**src/rtl/uart_tx_frame.sv**
```systemverilog
// uart_tx_frame: UART transmit framer.
// Sends start bit, G_WIDTH data bits LSB first, an optional parity bit and one or
// two stop bits. Bit period, parity mode and stop count are latched with each word.
module uart_tx_frame #(
  parameter int unsigned G_WIDTH     = 8,
  parameter int unsigned G_DIV_WIDTH = 16
) (
  input  logic                   i_clk,
  input  logic                   i_rst,
  input  logic [G_WIDTH-1:0]     i_tx_data,
  input  logic                   i_tx_valid,
  output logic                   o_tx_ready,
  input  logic [G_DIV_WIDTH-1:0] i_baud_div,
  input  logic [2:0]             i_parity_mode,
  input  logic                   i_two_stop,
  output logic                   o_tx,
  output logic                   o_busy,
  output logic                   o_done
);

  localparam int unsigned C_BW = (G_WIDTH > 1) ? $clog2(G_WIDTH) : 1;
  localparam logic [C_BW-1:0]        C_LAST_BIT = C_BW'(G_WIDTH - 1);
  localparam logic [G_DIV_WIDTH-1:0] C_DIV_ONE  = G_DIV_WIDTH'(1);
  localparam logic [G_DIV_WIDTH-1:0] C_DIV_TWO  = G_DIV_WIDTH'(2);

  typedef enum logic [2:0] {
    S_IDLE,
    S_START,
    S_DATA,
    S_PARITY,
    S_STOP
  } state_t;

  state_t                 r_state;
  logic [G_DIV_WIDTH-1:0] r_baud_cnt;
  logic [G_DIV_WIDTH-1:0] r_div;
  logic [C_BW-1:0]        r_bit_cnt;
  logic [G_WIDTH-1:0]     r_shift;
  logic                   r_par_en;
  logic                   r_par_bit;
  logic                   r_two_stop;
  logic                   r_stop_idx;
  logic                   r_tx;
  logic                   r_tx_ready;
  logic                   r_done;

  logic                   w_accept;
  logic [G_DIV_WIDTH-1:0] w_div_eff;
  logic                   w_par_en;
  logic                   w_par_bit;
  logic                   w_bit_end;
  logic                   w_pre_end;
  logic                   w_div_is_one;
  logic                   w_last_stop;
  logic                   w_final_next;

  assign w_accept     = i_tx_valid & r_tx_ready;
  assign w_div_eff    = (i_baud_div == '0) ? C_DIV_ONE : i_baud_div;
  assign w_div_is_one = (r_div == C_DIV_ONE);
  assign w_bit_end    = (r_baud_cnt == (r_div - C_DIV_ONE));
  assign w_pre_end    = !w_div_is_one && (r_baud_cnt == (r_div - C_DIV_TWO));
  assign w_last_stop  = (r_stop_idx == r_two_stop);

  // Decode the parity mode and compute the parity bit of the word being offered
  always_comb begin
    w_par_en  = 1'b0;
    w_par_bit = 1'b0;
    case (i_parity_mode)
      3'b001: begin w_par_en = 1'b1; w_par_bit = ^i_tx_data;  end
      3'b010: begin w_par_en = 1'b1; w_par_bit = ~^i_tx_data; end
      3'b011: begin w_par_en = 1'b1; w_par_bit = 1'b1;        end
      3'b100: begin w_par_en = 1'b1; w_par_bit = 1'b0;        end
      default: begin w_par_en = 1'b0; w_par_bit = 1'b0;       end
    endcase
  end

  // Flag that the coming cycle is the final clock of the frame: done/ready are
  // raised one cycle early so a back-to-back word is accepted with no idle gap
  always_comb begin
    w_final_next = 1'b0;
    case (r_state)
      S_DATA:   w_final_next = w_bit_end && (r_bit_cnt == C_LAST_BIT) &&
                               !r_par_en && !r_two_stop && w_div_is_one;
      S_PARITY: w_final_next = w_bit_end && !r_two_stop && w_div_is_one;
      S_STOP:   w_final_next = w_last_stop ? w_pre_end : (w_bit_end && w_div_is_one);
      default:  w_final_next = 1'b0;
    endcase
  end

  // Framing FSM with baud counter, shift register and registered line/handshake outputs
  always_ff @(posedge i_clk or posedge i_rst) begin
    if (i_rst) begin
      r_state    <= S_IDLE;
      r_baud_cnt <= '0;
      r_div      <= C_DIV_ONE;
      r_bit_cnt  <= '0;
      r_shift    <= '0;
      r_par_en   <= 1'b0;
      r_par_bit  <= 1'b0;
      r_two_stop <= 1'b0;
      r_stop_idx <= 1'b0;
      r_tx       <= 1'b1;
      r_tx_ready <= 1'b1;
      r_done     <= 1'b0;
    end else begin
      r_done <= w_final_next;
      if (w_final_next) begin
        r_tx_ready <= 1'b1;
      end
      case (r_state)
        S_IDLE: begin
          if (w_accept) begin
            r_state    <= S_START;
            r_baud_cnt <= '0;
            r_bit_cnt  <= '0;
            r_stop_idx <= 1'b0;
            r_div      <= w_div_eff;
            r_shift    <= i_tx_data;
            r_par_en   <= w_par_en;
            r_par_bit  <= w_par_bit;
            r_two_stop <= i_two_stop;
            r_tx       <= 1'b0;
            r_tx_ready <= 1'b0;
          end
        end

        S_START: begin
          if (w_bit_end) begin
            r_baud_cnt <= '0;
            r_state    <= S_DATA;
            r_tx       <= r_shift[0];
          end else begin
            r_baud_cnt <= r_baud_cnt + C_DIV_ONE;
          end
        end

        S_DATA: begin
          if (w_bit_end) begin
            r_baud_cnt <= '0;
            if (r_bit_cnt == C_LAST_BIT) begin
              if (r_par_en) begin
                r_state <= S_PARITY;
                r_tx    <= r_par_bit;
              end else begin
                r_state    <= S_STOP;
                r_stop_idx <= 1'b0;
                r_tx       <= 1'b1;
              end
            end else begin
              r_bit_cnt <= r_bit_cnt + 1'b1;
              r_shift   <= {1'b0, r_shift[G_WIDTH-1:1]};
              r_tx      <= r_shift[1];
            end
          end else begin
            r_baud_cnt <= r_baud_cnt + C_DIV_ONE;
          end
        end

        S_PARITY: begin
          if (w_bit_end) begin
            r_baud_cnt <= '0;
            r_state    <= S_STOP;
            r_stop_idx <= 1'b0;
            r_tx       <= 1'b1;
          end else begin
            r_baud_cnt <= r_baud_cnt + C_DIV_ONE;
          end
        end

        S_STOP: begin
          if (w_bit_end) begin
            r_baud_cnt <= '0;
            if (w_last_stop) begin
              // Final clock of the frame: ready is already high, so chain the next word here
              if (w_accept) begin
                r_state    <= S_START;
                r_bit_cnt  <= '0;
                r_stop_idx <= 1'b0;
                r_div      <= w_div_eff;
                r_shift    <= i_tx_data;
                r_par_en   <= w_par_en;
                r_par_bit  <= w_par_bit;
                r_two_stop <= i_two_stop;
                r_tx       <= 1'b0;
                r_tx_ready <= 1'b0;
              end else begin
                r_state <= S_IDLE;
                r_tx    <= 1'b1;
              end
            end else begin
              r_stop_idx <= 1'b1;
            end
          end else begin
            r_baud_cnt <= r_baud_cnt + C_DIV_ONE;
          end
        end

        default: begin
          r_state <= S_IDLE;
          r_tx    <= 1'b1;
        end
      endcase
    end
  end

  assign o_tx       = r_tx;
  assign o_tx_ready = r_tx_ready;
  assign o_busy     = ~r_tx_ready;
  assign o_done     = r_done;

endmodule

```
**config.mk**
```make
export PLATFORM = sky130hd
export DESIGN_NAME = uart_tx_frame
export DESIGN_NICKNAME = d
export VERILOG_FILES = /design/src/rtl/uart_tx_frame.sv
export SDC_FILE = /design/constraint.sdc
export NUM_CORES = 1
export LEC_CHECK = 0
export CELL_PAD_IN_SITES_DETAIL_PLACEMENT = 1
export CELL_PAD_IN_SITES_GLOBAL_PLACEMENT = 2
export CORE_AREA = 4 4 106 108
export CTS_CLUSTER_DIAMETER = 120
export DETAILED_ROUTE_END_ITERATION = 16
export DIE_AREA = 0 0 110 112
export PLACE_DENSITY = 0.8
export SLEW_MARGIN = 10
export SYNTH_ARGS = -nofsm -noshare
export SYNTH_HDL_FRONTEND = slang
export SYNTH_SLANG_ARGS = --single-unit
export TNS_END_PERCENT = 1
```
**constraint.sdc**
```tcl
create_clock -name i_clk -period 5.5 [get_ports i_clk]
set_clock_uncertainty 0.15 [all_clocks]
set_input_delay 0.825 -clock i_clk [delete_from_list [all_inputs] [get_ports i_clk]]
set_output_delay 0.825 -clock i_clk [all_outputs]
set_load 0.05 [all_outputs]
```
==> results.py, run 1 <==
metrics = {
    "status": {
        "status": "finished, final reports clean",
    },
    "timing": {
        "finalHoldWorstSlack_ps": 320,
        "hold_viol": 0,
        "period_needed_ps": 3720,
        "post-route-period-util_pct": 67.7,
        "relSlewSlack_pct": 52.1,
        "slew_viol_final": 0,
        "fin_tns_setup_ps": 0,
        "rsz0062_at_grt": "false",
        "final-setup-viol-count": 0,
        "worst_slack_ps": 1780,
        "max_freq_ghz": 0.268,
        "tightest_slew_ps": 713,
    },
    "die": {
        "dieWidth_um": 110,
        "start_util_pct": 37.8,
        "io_pins": 35,
        "core_area_um2": 10200,
        "rows": 37,
        "design.die.area_um2": 12300,
        "die_h_um": 112,
    },
    "routing": {
        "drt-wirelength-per-cell_um": 18.9,
        "firstDrtPassIters": 4,
        "drc": 0,
        "vias": 3290,
        "drt_iter0_markers": 147,
        "avgViaCountPerCell": 5.74,
        "finalWirelength_um": 10800,
        "ant_nets": 0,
    },
    "pwr": {
        "leakagePower_nw": 1.74,
        "ir_drop_uv": 196,
        "p_per_area_nw_per_um2": 479,
        "finalPower_mw": 2.10,
    },
    "cells_and_area": {
        "final_area_um2": 4390,
        "fillers": 1175,
        "final_cell_mix": "dfrtp_1 (50), clkdlybuf4s50_1 (34), xnor2_1 (28), nor2_1 (23), nand2_1 (22)",
        "drive_gt1_share_pct": 10.3,
        "layout_commonest_cell": "dfrtp_1",
        "instances_no_fill": 573,
        "nNetsFinal": 474,
        "area_delta_synth_final_pct": 13.5,
        "n_antenna_cell": 0,
        "fin_util_pct": 42.9,
    },
    "clocking": {
        "postCtsResizedCells": 0,
        "cts_root_buf": "clkbuf_8",
        "htree_levels": 2,
        "clk_latency_ps": 320,
        "ctsHoldBuffers": 0,
        "cts_tree": "yes",
        "cts_made_buffers": 5,
        "cts_buffer_depth": 2,
        "clock-sinks": 53,
        "cts_setup_buffers": 0,
        "clkSlewWorstSetupHoldPaths_ps": 110,
    },
    "setup_path": {
        "cp_max_fo": 17,
        "cp.arrival_ps": 3790,
        "critPathLaunchType": "register",
        "end_kind": "register",
        "path_class": "register to register",
        "required_ps": 5560,
    },
    "logic_synthesis": {
        "synth_area_um2": 3870,
        "synth-simple-area-share_pct": 20.3,
        "ys.flop_type": "dfrtp_1",
        "synth.avg_cell_area_um2": 9.33,
        "async_flop_share_pct": 100,
        "synth_top_family_by_area": "simple AND/OR/NAND/NOR gates",
        "synth_edf_count": 0,
        "synthDistinctLibCells": 70,
        "ys_seq_area_share_pct": 34.4,
        "synth_compound_area_share_pct": 14.7,
        "synth_xor_area_share_pct": 10.4,
        "yosys.area_share.adder_pct": 2.26,
        "postSynthCellCount": 415,
        "yosys_warnings": 0,
        "synthMuxAreaShare_pct": 12.9,
        "synthesis.nets": 453,
        "synth_seq_cells": 53,
    },
    "grt": {
        "grt_first_pass_wirelength_um": 18000,
        "grt_max_degree": 54,
        "grt_pass1_vias": 3423,
        "grt_overflow_total": 0,
        "antenna_found_initial": 0,
        "grt.total_usage_pct": 18.4,
    },
    "run": {
        "cap_violations": 0,
    },
    "place": {
        "gp_congestion": 0.885,
        "place_inst": 565,
        "dp_slack_ps": 1770,
        "place_area_um2": 4290,
        "hpwlAfterDp_um": 8230,
        "portBuffers": 34,
    },
    "worst_hold_path": {
        "hold_class": "register to register",
    },
}
==> state kept, by name (all words and copies together) (netlist names) <==
register and flops:
r_bit_cnt 3, r_shift 8, r_stop_idx 1, r_par_en 1, o_done 1, r_baud_cnt 16, r_two_stop 1, r_par_bit 1
r_div 16, o_tx_ready 1, r_state 3, o_tx 1
==> cells by family after synthesis <==
group / after synthesis
AO/OA/AOI/OAI: 85
buffers and inverters: 44
multiplexers: 43
AND/OR/NAND/NOR: 137
adder cells (fa/ha/maj): 7
flip-flops: 53
XOR/XNOR: 46
==> per-layer routing <==
layer  routed length [um]  global-route usage, %  vias up
met5                    0                      0        -
met4                  204                   5.15        0
met3                  406                   2.72       16
met2                 5000                   29.0       65
met1                 5200                   26.1     1643
li1                     -                      -     1566
==> synthesized netlist by cell type, drive strengths merged, types with 2 or more instances <==
| cell type | n | area, um2 |
|---|---|---|
| mux2 | 33 | 398 |
| a2bb2oi | 2 | 17.5 |
| ha | 7 | 87.6 |
| nand4 | 5 | 31.3 |
| inv | 20 | 75.1 |
| nand3 | 20 | 100 |
| xor2 | 18 | 158 |
| nor4 | 20 | 146 |
| and4 | 2 | 17.5 |
| mux2i | 10 | 100 |
| or3 | 3 | 18.8 |
| nor4b | 3 | 26.3 |
| o21bai | 2 | 15.0 |
| o31ai | 3 | 22.5 |
| o211ai | 4 | 30.0 |
| nand3b | 3 | 22.5 |
| nand2 | 23 | 88.8 |
| nor3b | 3 | 22.5 |
| a21oi | 17 | 85.1 |
| dfrtp | 50 | 1250 |
| or4 | 4 | 33.8 |
| dfstp | 3 | 78.8 |
| xnor2 | 28 | 245 |
| nor3 | 9 | 45.0 |
| buf | 12 | 78.8 |
| and3 | 7 | 43.8 |
| o21ai | 18 | 90.1 |
| clkbuf | 12 | 45.0 |
| nor2b | 3 | 18.8 |
| a21boi | 5 | 41.3 |
| o22ai | 4 | 25.0 |
| or3b | 2 | 17.5 |
| a31oi | 13 | 81.3 |
| nor2 | 23 | 86.3 |
==> area by class of cell <==
class | count | area, um2 | area share (%)
flip-flops and latches | 53 | 1330 | 30.3
clock buffers | 6 | 82.6 | 1.88
multi-input cells | 318 | 2350 | 53.4
well taps | 136 | 170 | 3.87
inverters | 20 | 75.1 | 1.71
repair buffers | 38 | 370 | 8.43
clock inverters | 2 | 17.5 | 0.399
==> final timing paths <==
check | start | to | slack, ps | depth (start not counted)
hold reg to reg | o_tx | o_tx | 320 | 2
max in group asynchronous | i_rst | r_div[2] | 3870 | 3
setup / recovery | r_div[1] | r_div[13] | 1780 | 10
min in group asynchronous | i_rst | r_shift[5] | 850 | 3
hold / removal | o_tx | o_tx | 320 | 2
setup reg to reg | r_div[1] | r_div[13] | 1780 | 10
==> worst max-delay path, cell delays in order (launching register included) <==
cell and delay, ps:
dfrtp_1 500, inv_1 180, ha_1 260, or3b_2 510
nor3b_1 210, o211ai_1 220, a211o_1 380, nor4_4 360
a31oi_2 230, buf_4 270, mux2_1 330
==> where the power goes <==
part	internal, mW	switching [mW]
combinational	0.466	0.579
sequential	0.537	0.271
clock	0.105	0.146
No activity file was read; power rests on OpenSTA's default activity.
==> inputs of run 2 (changes only) <==
--- a/config.mk
+++ b/config.mk
@@ -7,11 +7,11 @@
 export LEC_CHECK = 0
 export CELL_PAD_IN_SITES_DETAIL_PLACEMENT = 1
 export CELL_PAD_IN_SITES_GLOBAL_PLACEMENT = 2
-export CORE_AREA = 4 4 106 108
+export CORE_AREA = 4 4 114 116
 export CTS_CLUSTER_DIAMETER = 120
 export DETAILED_ROUTE_END_ITERATION = 16
-export DIE_AREA = 0 0 110 112
-export PLACE_DENSITY = 0.8
+export DIE_AREA = 0 0 118 120
+export PLACE_DENSITY = 0.73
 export SLEW_MARGIN = 10
 export SYNTH_ARGS = -nofsm -noshare
 export SYNTH_HDL_FRONTEND = slang
==> constraint.sdc (replaced) <==
create_clock -name i_clk -period 3.05 [get_ports i_clk]
set_clock_uncertainty 0.15 [all_clocks]
set_input_delay 0.4575 -clock i_clk [delete_from_list [all_inputs] [get_ports i_clk]]
set_output_delay 0.4575 -clock i_clk [all_outputs]
set_load 0.05 [all_outputs]
==> results.py, run 2 (synthesis results as in run 1) <==
metrics = {
    "timing": {
        "worst_slack_ps": -90.3,
        "slew_viol_final": 0,
        "relSlewSlack_pct": 45.6,
        "hold_viol": 0,
        "max_freq_ghz": 0.318,
        "finalHoldWorstSlack_ps": 341,
        "fin_tns_setup_ps": -1710,
        "period_needed_ps": 3140,
        "rsz0062_at_grt": "true",
        "final-setup-viol-count": 28,
        "post-route-period-util_pct": 103,
        "tightest_slew_ps": 815,
    },
    "cells_and_area": {
        "layout_commonest_cell": "buf_4",
        "area_delta_synth_final_pct": 32.0,
        "final_area_um2": 5110,
        "nNetsFinal": 538,
        "n_antenna_cell": 0,
        "largest_registers": "r_baud_cnt (16), r_div (16), r_shift (8)",
        "fin_util_pct": 42.9,
        "final_cell_mix": "buf_4 (63), dfrtp_1 (50), clkdlybuf4s50_1 (34), xnor2_1 (28), nor2_1 (23)",
        "instances_no_fill": 648,
        "drive_gt1_share_pct": 25.7,
    },
    "grt": {
        "antenna_found_initial": 0,
        "grt_overflow_total": 0,
        "grt.total_usage_pct": 18.7,
        "grt_first_pass_wirelength_um": 20700,
        "grt_max_degree": 36,
        "grt_pass1_vias": 3780,
    },
    "setup_path": {
        "cp_max_fo": 5,
        "end_kind": "register",
        "critPathBufInv": 2,
        "worst_path_largest_cell_delay_ps": 420,
        "cp.arrival_ps": 3190,
        "required_ps": 3100,
        "path_class": "register to register",
        "crit_chain": "clkinv_4 -> ha_4 -> or3b_4 -> o21a_1 -> a2bb2oi_1 -> a211o_1 -> nor4_4 -> buf_4 -> a31o_4 -> mux2_1",
        "critPathLaunchType": "register",
        "crit_slowest_cell": "dfrtp_1",
        "crit_family": "compound AO/OA/AOI/OAI gates",
    },
    "routing": {
        "finalWirelength_um": 13100,
        "vias": 3549,
        "drc": 0,
        "ant_nets": 0,
        "drt-wirelength-per-cell_um": 20.3,
        "avgViaCountPerCell": 5.48,
        "drt_iter0_markers": 143,
        "firstDrtPassIters": 4,
    },
    "place": {
        "hpwlAfterDp_um": 9850,
        "portBuffers": 34,
        "place_inst": 633,
        "gp_congestion": 0.870,
        "place_area_um2": 4770,
        "dp_slack_ps": -224,
    },
    "pwr": {
        "leakagePower_nw": 2.13,
        "finalPower_mw": 4.78,
        "p_per_area_nw_per_um2": 935,
        "ir_drop_uv": 249,
    },
    "worst_hold_path": {
        "hold_class": "register to register",
    },
    "clocking": {
        "htree_levels": 2,
        "cts_root_buf": "clkbuf_16",
        "clock-sinks": 53,
        "ctsHoldBuffers": 0,
        "cts_made_buffers": 5,
        "clkSlewWorstSetupHoldPaths_ps": 80,
        "clk_latency_ps": 310,
        "cts_tree": "yes",
        "cts_buffer_depth": 2,
    },
    "die": {
        "core_area_um2": 11900,
        "design.die.area_um2": 14200,
        "start_util_pct": 32.5,
        "die_h_um": 120,
        "dieWidth_um": 118,
        "rows": 40,
        "io_pins": 35,
    },
    "status": {
        "status": "finished, violations left",
        "violations": "setup timing",
    },
    "run": {
        "cap_violations": 0,
    },
}
-- run 2: worst paths after layout --
kind                            cells past startpoint         end  startpoint  slack (ps)
max in group asynchronous                           3    r_div[5]       i_rst        1610
worst max-delay path                               10  r_shift[2]    r_div[1]         -90
worst max register to register                     10  r_shift[2]    r_div[1]         -90
worst min-delay path                                2        o_tx        o_tx         340
min in group asynchronous                           2  r_shift[7]       i_rst         470
worst min register to register                      2        o_tx        o_tx         340
-- run 2: where the power goes --
part	switching [mW]	total (mW)	internal, mW
sequential	0.319	1.29	0.972
clock	0.300	0.607	0.307
combinational	1.51	2.88	1.37
total	2.13	4.78	2.65
-- run 2: layout make-up --
class,instances,area [um2]
Clock inverter,3,21.3
Multi-Input combinational cell,321,2520
Sequential cell,53,1330
Fill cell,1403,6800
Clock buffer,5,125
Inverter,20,80.1
Tap cell,147,184
Timing Repair Buffer,99,845
-- run 2: per-layer routing --
| metal | share of wire (%) | track usage, % |
|---|---|---|
| met1 | 45 | 23.0 |
| met5 | 0 | 0 |
| met4 | 2.9 | 7.11 |
| met2 | 49 | 32.3 |
| met3 | 3.6 | 4.01 |
-- run 2: worst reg2reg max path, stage by stage (launching register included) --
cell and delay, ps:
dfrtp_1 420, clkinv_4 70, ha_4 140, or3b_4 410
o21a_1 190, a2bb2oi_1 160, a211o_1 350, nor4_4 400
buf_4 210, a31o_4 190, mux2_1 330
-- run 2: timing repair --
action,CTS,global route
gates resized for setup,12,20
pin swaps,13,10
gates cloned,3,0
endpoints found under the setup margin,51,53
setup buffers,3,1
endpoints found under the hold margin,0,0
